[config.mk]
export PLATFORM = sky130hd
export DESIGN_NAME = cordic_vector_arbiter
export DESIGN_NICKNAME = d
export VERILOG_FILES = /design/src/rtl/cordic_vector_arbiter.sv
export SDC_FILE = /design/constraint.sdc
export NUM_CORES = 1
export LEC_CHECK = 0
export ABC_CLOCK_PERIOD_IN_PS = 4700
export CAP_MARGIN = 10
export CORE_AREA = 2 2 219 221
export DETAILED_ROUTE_END_ITERATION = 16
export DIE_AREA = 0 0 221 223
export PLACE_DENSITY = 0.47
export SKIP_LAST_GASP = 1
export SYNTH_ARGS = -nofsm -noshare
export SYNTH_HDL_FRONTEND = slang
export SYNTH_SLANG_ARGS = --single-unit
[constraint.sdc]
create_clock -name clk -period 4.7 [get_ports clk]
set_input_delay 0.705 -clock clk [delete_from_list [all_inputs] [get_ports clk]]
set_output_delay 0.705 -clock clk [all_outputs]
set_load 0.1 [all_outputs]
[src/rtl/cordic_vector_arbiter.sv]
// Round-robin front end sharing one pipelined CORDIC vectoring unit among NREQ requesters.
// Requester IDs ride a tag shift register matched to the datapath latency.
module cordic_vector_arbiter #(
  parameter int NREQ     = 4,
  parameter int IDW      = 2,
  parameter int PIPE_LAT = 34
) (
  input  logic                 clk,
  input  logic                 RST_N,
  input  logic [NREQ-1:0]      req_valid,
  output logic [NREQ-1:0]      req_ready,
  input  logic [NREQ*32-1:0]   req_x,
  input  logic [NREQ*32-1:0]   req_y,
  input  logic [NREQ*32-1:0]   req_z,
  input  logic [NREQ-1:0]      req_mask,
  input  logic                 flush,
  output logic [31:0]          cord_x,
  output logic [31:0]          cord_y,
  output logic [31:0]          cord_z,
  input  logic [31:0]          cord_xn,
  output logic                 res_valid,
  output logic [IDW-1:0]       res_id,
  output logic [31:0]          res_data,
  output logic [7:0]           inflight,
  output logic                 busy
);

  logic [NREQ-1:0] eligible;
  logic [IDW-1:0]  last_grant;
  logic [IDW-1:0]  grant_idx;
  logic            grant_found;
  logic [IDW:0]    cand;
  logic            fire;
  logic            retire;
  logic [31:0]     sel_x, sel_y, sel_z;
  logic [PIPE_LAT:0] tag_v;
  logic [IDW-1:0]  tag_id [0:PIPE_LAT];

  // Search starts one past the last winner and wraps modulo NREQ.
  always_comb begin
    eligible    = req_valid & ~req_mask & {NREQ{~flush}};
    grant_found = 1'b0;
    grant_idx   = '0;
    cand        = '0;
    for (int k = 1; k <= NREQ; k++) begin
      cand = {1'b0, last_grant} + (IDW+1)'(k);
      if (cand >= (IDW+1)'(NREQ)) cand = cand - (IDW+1)'(NREQ);
      if (!grant_found && eligible[cand[IDW-1:0]]) begin
        grant_found = 1'b1;
        grant_idx   = cand[IDW-1:0];
      end
    end
  end

  always_comb begin
    req_ready = '0;
    if (grant_found) req_ready[grant_idx] = 1'b1;
  end

  assign fire   = |(req_valid & req_ready);
  assign retire = tag_v[PIPE_LAT];

  always_comb begin
    sel_x = '0;
    sel_y = '0;
    sel_z = '0;
    for (int i = 0; i < NREQ; i++) begin
      if (req_ready[i]) begin
        sel_x = req_x[32*i +: 32];
        sel_y = req_y[32*i +: 32];
        sel_z = req_z[32*i +: 32];
      end
    end
  end

  // Idle cycles drive zero operands so the pipeline carries no stale data.
  always_ff @(posedge clk or negedge RST_N) begin
    if (!RST_N) begin
      cord_x     <= '0;
      cord_y     <= '0;
      cord_z     <= '0;
      last_grant <= IDW'(NREQ-1);
    end else begin
      cord_x <= sel_x;
      cord_y <= sel_y;
      cord_z <= sel_z;
      if (fire) last_grant <= grant_idx;
    end
  end

  // Flush drops every valid bit; the IDs can keep shifting harmlessly.
  always_ff @(posedge clk or negedge RST_N) begin
    if (!RST_N) begin
      tag_v <= '0;
      for (int i = 0; i <= PIPE_LAT; i++) tag_id[i] <= '0;
    end else begin
      tag_v     <= flush ? '0 : {tag_v[PIPE_LAT-1:0], fire};
      tag_id[0] <= grant_idx;
      for (int i = 1; i <= PIPE_LAT; i++) tag_id[i] <= tag_id[i-1];
    end
  end

  always_ff @(posedge clk or negedge RST_N) begin
    if (!RST_N) begin
      inflight <= '0;
    end else if (flush) begin
      inflight <= '0;
    end else if (fire && !retire) begin
      inflight <= inflight + 8'd1;
    end else if (!fire && retire) begin
      inflight <= inflight - 8'd1;
    end
  end

  assign res_valid = tag_v[PIPE_LAT];
  assign res_id    = tag_id[PIPE_LAT];
  assign res_data  = cord_xn;
  assign busy      = (inflight != 8'd0);

endmodule

==> results.md, run 1 <==
* Area growth syn-to-layout at 66.70%
* First-pass GRT wire length at 61.07 mm
* CP startpoint: flush
* Buffers on Ports at 506
* HP Class: input port to asynchronous set/reset pin
* Register area share after synthesis at 55.24%
* Mapped Area at 9563 µm²
* Max clock buf depth at 3
* Combinational family with the most area after synthesis: simple AND/OR/NAND/NOR gates
* Synth Warn # at 0
* Period utilization at 78.12%
* Initial antenna violation count at 4
* Met2 WL at 20.03 mm
* Slew @ Worst Pin at 1.099 ns
* CTS Buf Count at 27
* Worst Setup End Kind: primary output
* Reg2reg setup slack at 1.95 ns
* Top Layer Used: met5
* Cell Rows at 80
* # H-tree levels at 1
* Final setup margin at 1.028 ns
* Final net count at 1910
* Final Cell Area at 15940 µm²
* DR WL/cell at 19.83 µm
* EDFF count, synth at 0
* CTS tree: done
* Post_cts resized at 0
* Routed metal-1 wirelength at 17.65 mm
* Die width at 221 µm
* DRC viols at 0
* Iter 0 DRT Violations at 484
* Final Hold Fails at 0
* Layout cell share with drive strength beyond 1 at 4.415%
* Starting density of the core at 20.28%
* Top_reg_cell synth: dfrtp_1
* Final HPWL DP at 29.46 mm
* Post-route ant nets at 0
* Cells after Synth at 1042
* Flops & latches, synth at 211
* Diode count at 0
* Status: finished, final reports clean
* Reg2reg start: last_grant[0]
* Clk sink count at 211
* Multiplexer share of the synthesized area at 0.5364%
* Crit-path max FO at 40
* GRT Total Usage at 16.15%
* Worst path arrival time at 2.97 ns
* Clock Latency Late Sink at 0.56 ns
* Count of pins over their slew limit at 0
* Area after DPL at 15010 µm²
* Post-DR vias/cell at 4.472
* Slew headroom at 26.50%
* GPL Wtd Cong at 0.8995
* 1st-pass router iterations at 5
* Post-synthesis compound-gate area fraction at 9.211%
* Post-synthesis adder-cell area fraction at 0.9944%
* Routed wl met3 at 3.048 mm
* Reg2Reg Depth at 7
* Syn nets at 1476
* Distinct cells, synth at 42
* Post-CTS setup buffers at 0
* Worst slack, placed at 0.9685 ns
* Clk slew on worst S/H paths at 0.06 ns
* Synth Area in XOR/XNOR at 0.2748%
* Die Y at 223 µm
* Clk root buf: clkbuf_16
* Syn avg cell area at 9.177 µm²
* Via Count at 9435
* # Max-Cap Violations at 0
* Post-synth ARST share at 100.0%
* Number of fill cells at 4923
* Setup TNS Final at 0 ns
* Floorplan core area at 47150 µm²
* Placed insts at 2062
* CP required at 3.99 ns
* Vias in the first global route at 9339
* RSZ-0062 raised after global routing: no
* Final min period at 3.672 ns
* Crit path kind: input port to primary output
* Final setup fails at 0
* Peak VDD IR at 478.5 µV
* Hold Buf Count CTS at 0
* Setup Skew at 0.01115 ns
* Post-layout total power at 10850 µW
* Num ports at 571
* Die ar. at 49280 µm²
* Simple-Gate Fraction of Synth Area at 27.01%
* Final wirelength at 41.84 mm
* Overflow after GRT at 0
* Final cell count without fillers at 2110
* Static leakage at 0.006727 µW
* Worst R2R End: cord_y[4]
* Critical path launch point type: input port
* Pin count of the biggest net entering global routing at 157
* Top achievable clock speed at 272.3 MHz
* Pwr dens at 680.7 nW/µm²
-- cell families (layout without fill, tap and decap cells) --
family / Yosys count / after routing
xor+xnor: 3 / 3
simple gates: 555 / 555
buf+inv: 123 / 576
compound gates: 138 / 138
flops: 211 / 211
mux: 5 / 5
fa+ha+maj: 7 / 7
-- state kept, by name, summed over array words and instances (netlist names) --
signal,cells
cord_x,32
last_grant,2
tag_v,35
tag_id,68
res_id,2
cord_z,32
cord_y,32
inflight,8
-- area by class of cell --
type / instances / area (µm²) / area share, %
tap: 615 / 769.5 / 4.827
timing repair buffer: 519 / 5258 / 32.98
sequential: 211 / 5283 / 33.14
multi-input combinational: 708 / 3655 / 22.93
clock inverter: 8 / 160.2 / 1.005
inverter: 9 / 42.54 / 0.2669
clock buffer: 40 / 774.5 / 4.858
-- synth_stat cells, drive strengths merged, types with 2 or more instances --
cell,instances,share of area [%]
a21o,2,0.16
a21oi,9,0.47
a22oi,3,0.24
a31oi,101,6.6
and3,97,6.3
buf,74,4.8
clkbuf,40,1.6
dfrtp,209,55
dfstp,2,0.55
ha,6,0.79
inv,9,0.35
mux2i,4,0.42
nand2,298,12
nand2b,5,0.33
nand3,98,5.1
nor2,10,0.39
nor2b,38,2.5
nor3,2,0.10
nor4,2,0.13
o21a,2,0.16
o21ai,8,0.46
o22ai,6,0.39
or3,2,0.13
xor2,2,0.18
-- worst max path at each step --
stage | to | depth (start not counted)
final | req_ready[3] | 8
after global routing | req_ready[3] | 8
after CTS | req_ready[2] | 7
after detailed placement | req_ready[2] | 7
after global placement | inflight[6] | 13
after floorplan | req_ready[0] | 6
-- stage by stage --
stage / util, % / hold WS [ns]
after floorplan: - / 0.3312
final: 33.81 / 0.1326
after global routing: 33.81 / 0.1695
after detailed placement: 31.83 / 0.3358
after CTS: 33.81 / 0.1415
after global placement: 31.83 / 0.3331
-- metal layers --
layer / up-vias / track usage (%)
met3: 60 / 4.241
met5: - / 0
li1: 4383 / -
met2: 411 / 27.10
met1: 4575 / 20.32
met4: 6 / 4.893
-- report_power, final --
part | switching (µW) | internal (µW) | leakage, µW
registers | 228 | 2430 | 0.00268
logic | 4500 | 1520 | 0.00360
clock network | 824 | 1360 | 0.000449
-- worst max-delay path, cell delays in order --
cell	delay (ns)
clkdlybuf4s50_1	0.52
buf_4	0.39
inv_1	0.17
a31oi_1	0.28
o21ai_4	0.16
buf_4	0.29
nor2_1	0.23
buf_12	0.21
-- placed cells by master, fill, tap and decap left out, drive strengths merged, types with 2 or more instances in the layout --
cell           count
a21o               2
a21oi              9
a22oi              3
a31oi            101
and3              97
buf               18
bufinv             4
clkbuf            40
clkdlybuf4s50    501
clkinv             2
clkinvlp           2
dfrtp            209
dfstp              2
ha                 6
inv                9
mux2i              4
nand2            298
nand2b             5
nand3             98
nor2              10
nor2b             38
nor3               2
nor4               2
o21a               2
o21ai              8
o22ai              6
or3                2
xor2               2
No activity file was read; power rests on OpenSTA's default activity.
==> run 2, diff against run 1 <==
- ABC_CLOCK_PERIOD_IN_PS: 4700 -> 3300
- CORE_AREA: 2 2 219 221 -> 2 2 222 224
- DIE_AREA: 0 0 221 223 -> 0 0 224 226
- PLACE_DENSITY: 0.47 -> 0.48
- clock period: 4.7 -> 3.3 ns (I/O delays scaled with it)
==> run 2 against run 1 <==
Against the previous run: design area increased by 0.74%; register-to-register slack got worse by 1.2 ns; power increased by 42%; sequential power increased by 44%; setup slack got worse by 0.84 ns; flip-flop and latch count unchanged; clock skew increased by 0.0041 ns; sequential share of layout area decreased by 0.24 points; largest cell class is now buffers; largest power group unchanged; highest routed layer is now met4.
==> results.md, run 2 (same netlist as run 1, synthesis figures left out) <==
* Status: finished, final reports clean
* Max clock buf depth at 3 (unchanged)
* Die width at 224 µm (+1.4%)
* Clk sink count at 211 (unchanged)
* Die Y at 226 µm (+1.3%)
* Clk slew on worst S/H paths at 0.06 ns (about the same)
* CTS tree: done
* Buffers on Ports at 506 (unchanged)
* RSZ-0062 raised after global routing: no
* # Max-Cap Violations at 0 (unchanged)
* Starting density of the core at 19.78% (-0.50 points)
* Count of pins over their slew limit at 0 (unchanged)
* Post-route ant nets at 0 (unchanged)
* DRC viols at 0 (unchanged)
* Via Count at 9406 (-0.31%)
* HP Class: flip-flop to flip-flop
* GRT Total Usage at 15.78% (-0.37 points)
* Most frequent cells in the layout: clkdlybuf4s50_1, nand2_1, dfrtp_1
* CTS Buf Count at 27 (unchanged)
* Hold Buf Count CTS at 1 (+1)
* Post_cts resized at 0 (unchanged)
* Clock Latency Late Sink at 0.55 ns (about the same)
* Most flop-heavy register: tag_id
* Clk root buf: clkbuf_16
* Most common cell after layout, fill and taps aside: clkdlybuf4s50_1
* Crit path cell chain: clkdlybuf4s50_1 -> buf_4 -> and4bb_1 -> a31oi_1 -> o21ai_4 -> inv_6 -> nor3_1 -> buf_12
* Setup TNS Final at 0 ns (unchanged)
* Post-CTS setup buffers at 0 (unchanged)
* Crit-path max FO at 39 (-2.5%)
* Pwr dens at 959.2 nW/µm² (+41%)
* Worst slack, placed at -0.005536 ns (-0.9740 ns)
* Area growth syn-to-layout at 67.93%
* Peak VDD IR at 373.3 µV (-22%)
* Vias in the first global route at 9476 (+1.5%)
* Critical path launch point type: input port
* Post-DR vias/cell at 4.397 (-1.7%)
* Pin count of the biggest net entering global routing at 113 (-28%)
* Crit-path max cell delay at 0.45 ns (-0.07 ns)
* Cell Rows at 81 (+1.3%)
* Top flop regs: tag_id: 68 flops, tag_v: 35 flops
* Period utilization at 94.34%
* 1st-pass router iterations at 7 (+2)
* Final net count at 1927 (+0.89%)
* Initial antenna violation count at 4 (unchanged)
* Floorplan core area at 48340 µm² (+2.5%)
* Worst path arrival time at 2.62 ns (-0.35 ns)
* Final wirelength at 42.44 mm (+1.4%)
* DR WL/cell at 19.84 µm (about the same)
* Layout cell share with drive strength beyond 1 at 7.931% (+3.5 points)
* Setup Skew at 0.01520 ns (+0.004051 ns)
* Final setup fails at 0 (unchanged)
* Post-layout total power at 15400 µW (+42%)
* Crit path kind: input port to primary output
* Die ar. at 50620 µm² (+2.7%)
* GPL Wtd Cong at 0.8676 (-3.5%)
* First-pass GRT wire length at 60.60 mm (-0.77%)
* Num ports at 571 (unchanged)
* Largest register FFs at 68 (unchanged)
* Slew @ Worst Pin at 1.038 ns (-0.06102 ns)
* Final min period at 3.113 ns
* CP max stage cell: clkdlybuf4s50_1
* Overflow after GRT at 0 (unchanged)
* Iter 0 DRT Violations at 360 (-26%)
* Final core occ at 33.22% (-0.59 points)
* Top achievable clock speed at 321.2 MHz
* Final setup margin at 0.1867 ns (-0.8415 ns)
* Final Hold Fails at 0 (unchanged)
* Worst Setup End Kind: primary output
* Final HPWL DP at 30.44 mm (+3.3%)
* # H-tree levels at 1 (unchanged)
* Static leakage at 0.006875 µW (+2.2%)
* CP required at 2.80 ns (-1.19 ns)
* Slew headroom at 30.58% (+4.1 points)
[run 2: layout make-up]
| type | instances | area [µm²] |
|---|---|---|
| Clock buffer | 39 | 770.7 |
| Antenna cell | 4 | 10.01 |
| Clock inverter | 10 | 133.9 |
| Fill cell | 5083 | 32280 |
| Inverter | 9 | 43.79 |
| Timing Repair Buffer | 536 | 5385 |
| Sequential cell | 211 | 5283 |
| Tap cell | 622 | 778.2 |
| Multi-Input combinational cell | 708 | 3655 |
[run 2: where the power goes]
part / internal, µW / leakage [µW] / total (µW) / switching [µW]
Combinational: 2140 / 0.00376 / 8570 / 6430
Sequential: 3450 / 0.00268 / 3810 / 352
Clock: 1850 / 0.000439 / 3030 / 1180
[run 2: worst max-delay path: cells and delay by family]
kind / cells / cell delay, ns
AO/OA/AOI/OAI: 2 / 0.36
AND/OR/NAND/NOR: 2 / 0.69
buffers and inverters: 4 / 1.05
[run 2: final timing paths]
check	from	to	slack, ns	depth (start not counted)
setup / recovery	flush	req_ready[0]	0.19	8
hold / removal	tag_id[36]	tag_id[34]	0.33	0
setup reg to reg	last_grant[1]	cord_y[21]	0.73	9
hold reg to reg	tag_id[36]	tag_id[34]	0.33	0
max in group asynchronous	RST_N	cord_x[2]	1.99	3
min in group asynchronous	RST_N	inflight[3]	0.53	2
[run 2: routing by layer]
layer | GRT usage, % | vias up | part of all wire (%)
li1 | - | 4418 | -
met1 | 19.14 | 4512 | 40
met2 | 26.71 | 403 | 49
met3 | 4.710 | 73 | 8.7
met4 | 5.204 | 0 | 2.7
met5 | 0 | - | 0
[run 2: through the flow]
stage	std cells	area, µm²	hold slack, ns
finish	2139	16060	0.3317
global route	2139	16060	0.3326
CTS	2135	16050	0.3333
detailed placement	2085	15130	0.3347
global placement	2085	15130	0.3320
floorplan	1042	9563	0.1994
==> run 3, diff against run 2 <==
- GPL_ROUTABILITY_DRIVEN: unset -> 0
==> run 3 against run 2 <==
Against the previous run: largest cell class unchanged; routed wire length fell by 1.1%; hold slack improved by 0.011 ns; highest routed layer is now met5; sequential share of layout area barely moved; flip-flop and latch count did not move; register-to-register slack improved by 0.05 ns; global-route usage fell by 0.058 points.
==> results.md, run 3 (same netlist as run 1, synthesis figures left out) <==
* Setup Skew at 0.01116 ns (-0.004040 ns)
* Top Layer Used: met5
* Most common cell after layout, fill and taps aside: clkdlybuf4s50_1
* Pin count of the biggest net entering global routing at 113 (unchanged)
* GRT Total Usage at 15.72% (-0.058 points)
* Final net count at 1931 (+0.21%)
* Worst path arrival time at 2.57 ns (-0.05 ns)
* Die Y at 226 µm (unchanged)
* Post-route ant nets at 0 (unchanged)
* Clock Latency Late Sink at 0.55 ns (about the same)
* Area after DPL at 15180 µm² (+0.31%)
* CP required at 2.80 ns (about the same)
* Reg2reg start: tag_v[34]
* Final Cell Area at 16070 µm² (about the same)
* DR WL/cell at 19.59 µm (-1.2%)
* First-pass GRT wire length at 60.16 mm (-0.72%)
* Initial antenna violation count at 5 (+1)
* Min-delay src: tag_id[9]
* Buffers on Ports at 506 (unchanged)
* # Max-Cap Violations at 0 (unchanged)
* Area growth syn-to-layout at 68.01% (about the same)
* Iter 0 DRT Violations at 521 (+45%)
* Largest register FFs at 68 (unchanged)
* Pwr dens at 952.4 nW/µm² (-0.70%)
* Starting density of the core at 19.78% (unchanged)
* Die ar. at 50620 µm² (unchanged)
* Final HPWL DP at 30.19 mm (-0.84%)
* Crit-path max FO at 43 (+10%)
* Met2 WL at 20.12 mm (-2.3%)
* Cell Rows at 81 (unchanged)
* Top flop regs: tag_id: 68 flops, tag_v: 35 flops
* Static leakage at 0.006889 µW (+0.21%)
* Reg area at 5283 µm² (unchanged)
* Routed wl met3 at 3.569 mm (-3.5%)
* Top achievable clock speed at 325.9 MHz (+1.5%)
* Multi-input gate area at 3655 µm² (unchanged)
* Worst hold path cell count at 0 (unchanged)
* Final setup margin at 0.2318 ns (+0.04514 ns)
* Post-CTS setup buffers at 0 (unchanged)
* Crit path kind: flip-flop to primary output
* Final min period at 3.068 ns (-0.04514 ns)
* Vias in the first global route at 9619 (+1.5%)
* Clk root buf: clkbuf_16
* Number of fill cells at 5042 (-0.81%)
* Num ports at 571 (unchanged)
* 1st-pass router iterations at 5 (-2)
* Layout cell share with drive strength beyond 1 at 8.103% (+0.17 points)
* Slew headroom at 29.52% (-1.1 points)
* Final Hold Fails at 0 (unchanged)
* Setup TNS Final at 0 ns (unchanged)
* Floorplan core area at 48340 µm² (unchanged)
* Worst R2R End: inflight[6]
* Most frequent cells in the layout: clkdlybuf4s50_1, nand2_1, dfrtp_1
* DRC viols at 0 (unchanged)
* Peak VDD IR at 383.3 µV (+2.7%)
* Reg2Reg Depth at 10 (+1)
* CTS Buf Count at 27 (unchanged)
* Most flop-heavy register: tag_id
* Status: finished, final reports clean
* Die width at 224 µm (unchanged)
* Final setup fails at 0 (unchanged)
* Post-DR vias/cell at 4.424 (+0.60%)
* Clk slew on worst S/H paths at 0.06 ns (about the same)
* RSZ-0062 raised after global routing: no
* Max clock buf depth at 3 (unchanged)
* Clk sink count at 211 (unchanged)
* # H-tree levels at 1 (unchanged)
* Reg2reg setup slack at 0.78 ns (+0.05 ns)
* Overflow after GRT at 0 (unchanged)
* Period utilization at 92.97% (-1.4 points)
* Routed metal-1 wirelength at 16.80 mm (-1.1%)
* HP Class: flip-flop to flip-flop
* Count of pins over their slew limit at 0 (unchanged)
* Final wirelength at 41.99 mm (-1.1%)
* Via Count at 9480 (+0.79%)
* Critical path launch point type: flip-flop
* Worst slack, placed at 0.003566 ns (+0.009103 ns)
* Worst Hold Path EP: tag_id[7]
* Slew @ Worst Pin at 1.054 ns (+0.01575 ns)
* CTS tree: done
* Worst Setup End Kind: primary output
## run 3: layer usage
layer	GRT usage [%]	up-vias
met1	18.97	4546
li1	-	4431
met5	0	-
met3	4.541	84
met4	6.387	2
met2	26.29	417
## run 3: layout make-up
type,count,area share [%]
Antenna cell,3,0.04673
Clock buffer,38,4.711
Clock inverter,12,0.6853
Inverter,9,0.2726
Multi-Input combinational cell,708,22.75
Sequential cell,211,32.88
Tap cell,622,4.844
Timing Repair Buffer,540,33.81
## run 3: worst max path at each step
| stage | from | to | depth (start not counted) |
|---|---|---|---|
| 2_1_floorplan | req_valid[1] | req_ready[0] | 6 |
| 3_3_place_gp | req_mask[2] | inflight[6] | 14 |
| 3_5_place_dp | req_mask[2] | inflight[6] | 14 |
| 4_1_cts | last_grant[1] | req_ready[0] | 6 |
| 5_1_grt | last_grant[1] | req_ready[0] | 6 |
| 6_report | last_grant[1] | req_ready[0] | 6 |
## run 3: repair_timing
item | 4_1_cts | 5_1_grt
hold buffers | 1 | 0
resized for setup | 0 | 0
endpoints found under the hold margin | 61 | 0
## run 3: through the flow
step | total power [µW] | hold slack [ns] | util [%] | std cells
global placement | 12460 | 0.3315 | 31.41 | 2089
floorplan | 9970 | 0.1994 | - | 1042
global route | 15990 | 0.3398 | 33.24 | 2143
detailed placement | 12530 | 0.3347 | 31.41 | 2089
finish | 15300 | 0.3428 | 33.24 | 2143
CTS | 15510 | 0.3417 | 33.22 | 2140
## run 3: worst max-delay path, stage by stage, from the launching register on
cell,delay (ns)
dfstp_2,0.58
and4bb_1,0.23
a31oi_1,0.07
o21ai_4,0.31
inv_6,0.22
nor3_1,0.37
buf_12,0.22
## run 3: power by group
group          total, µW  internal [µW]  switching [µW]
registers           3800           3450             344
clock network       2880           1690            1200
logic               8620           2160            6460
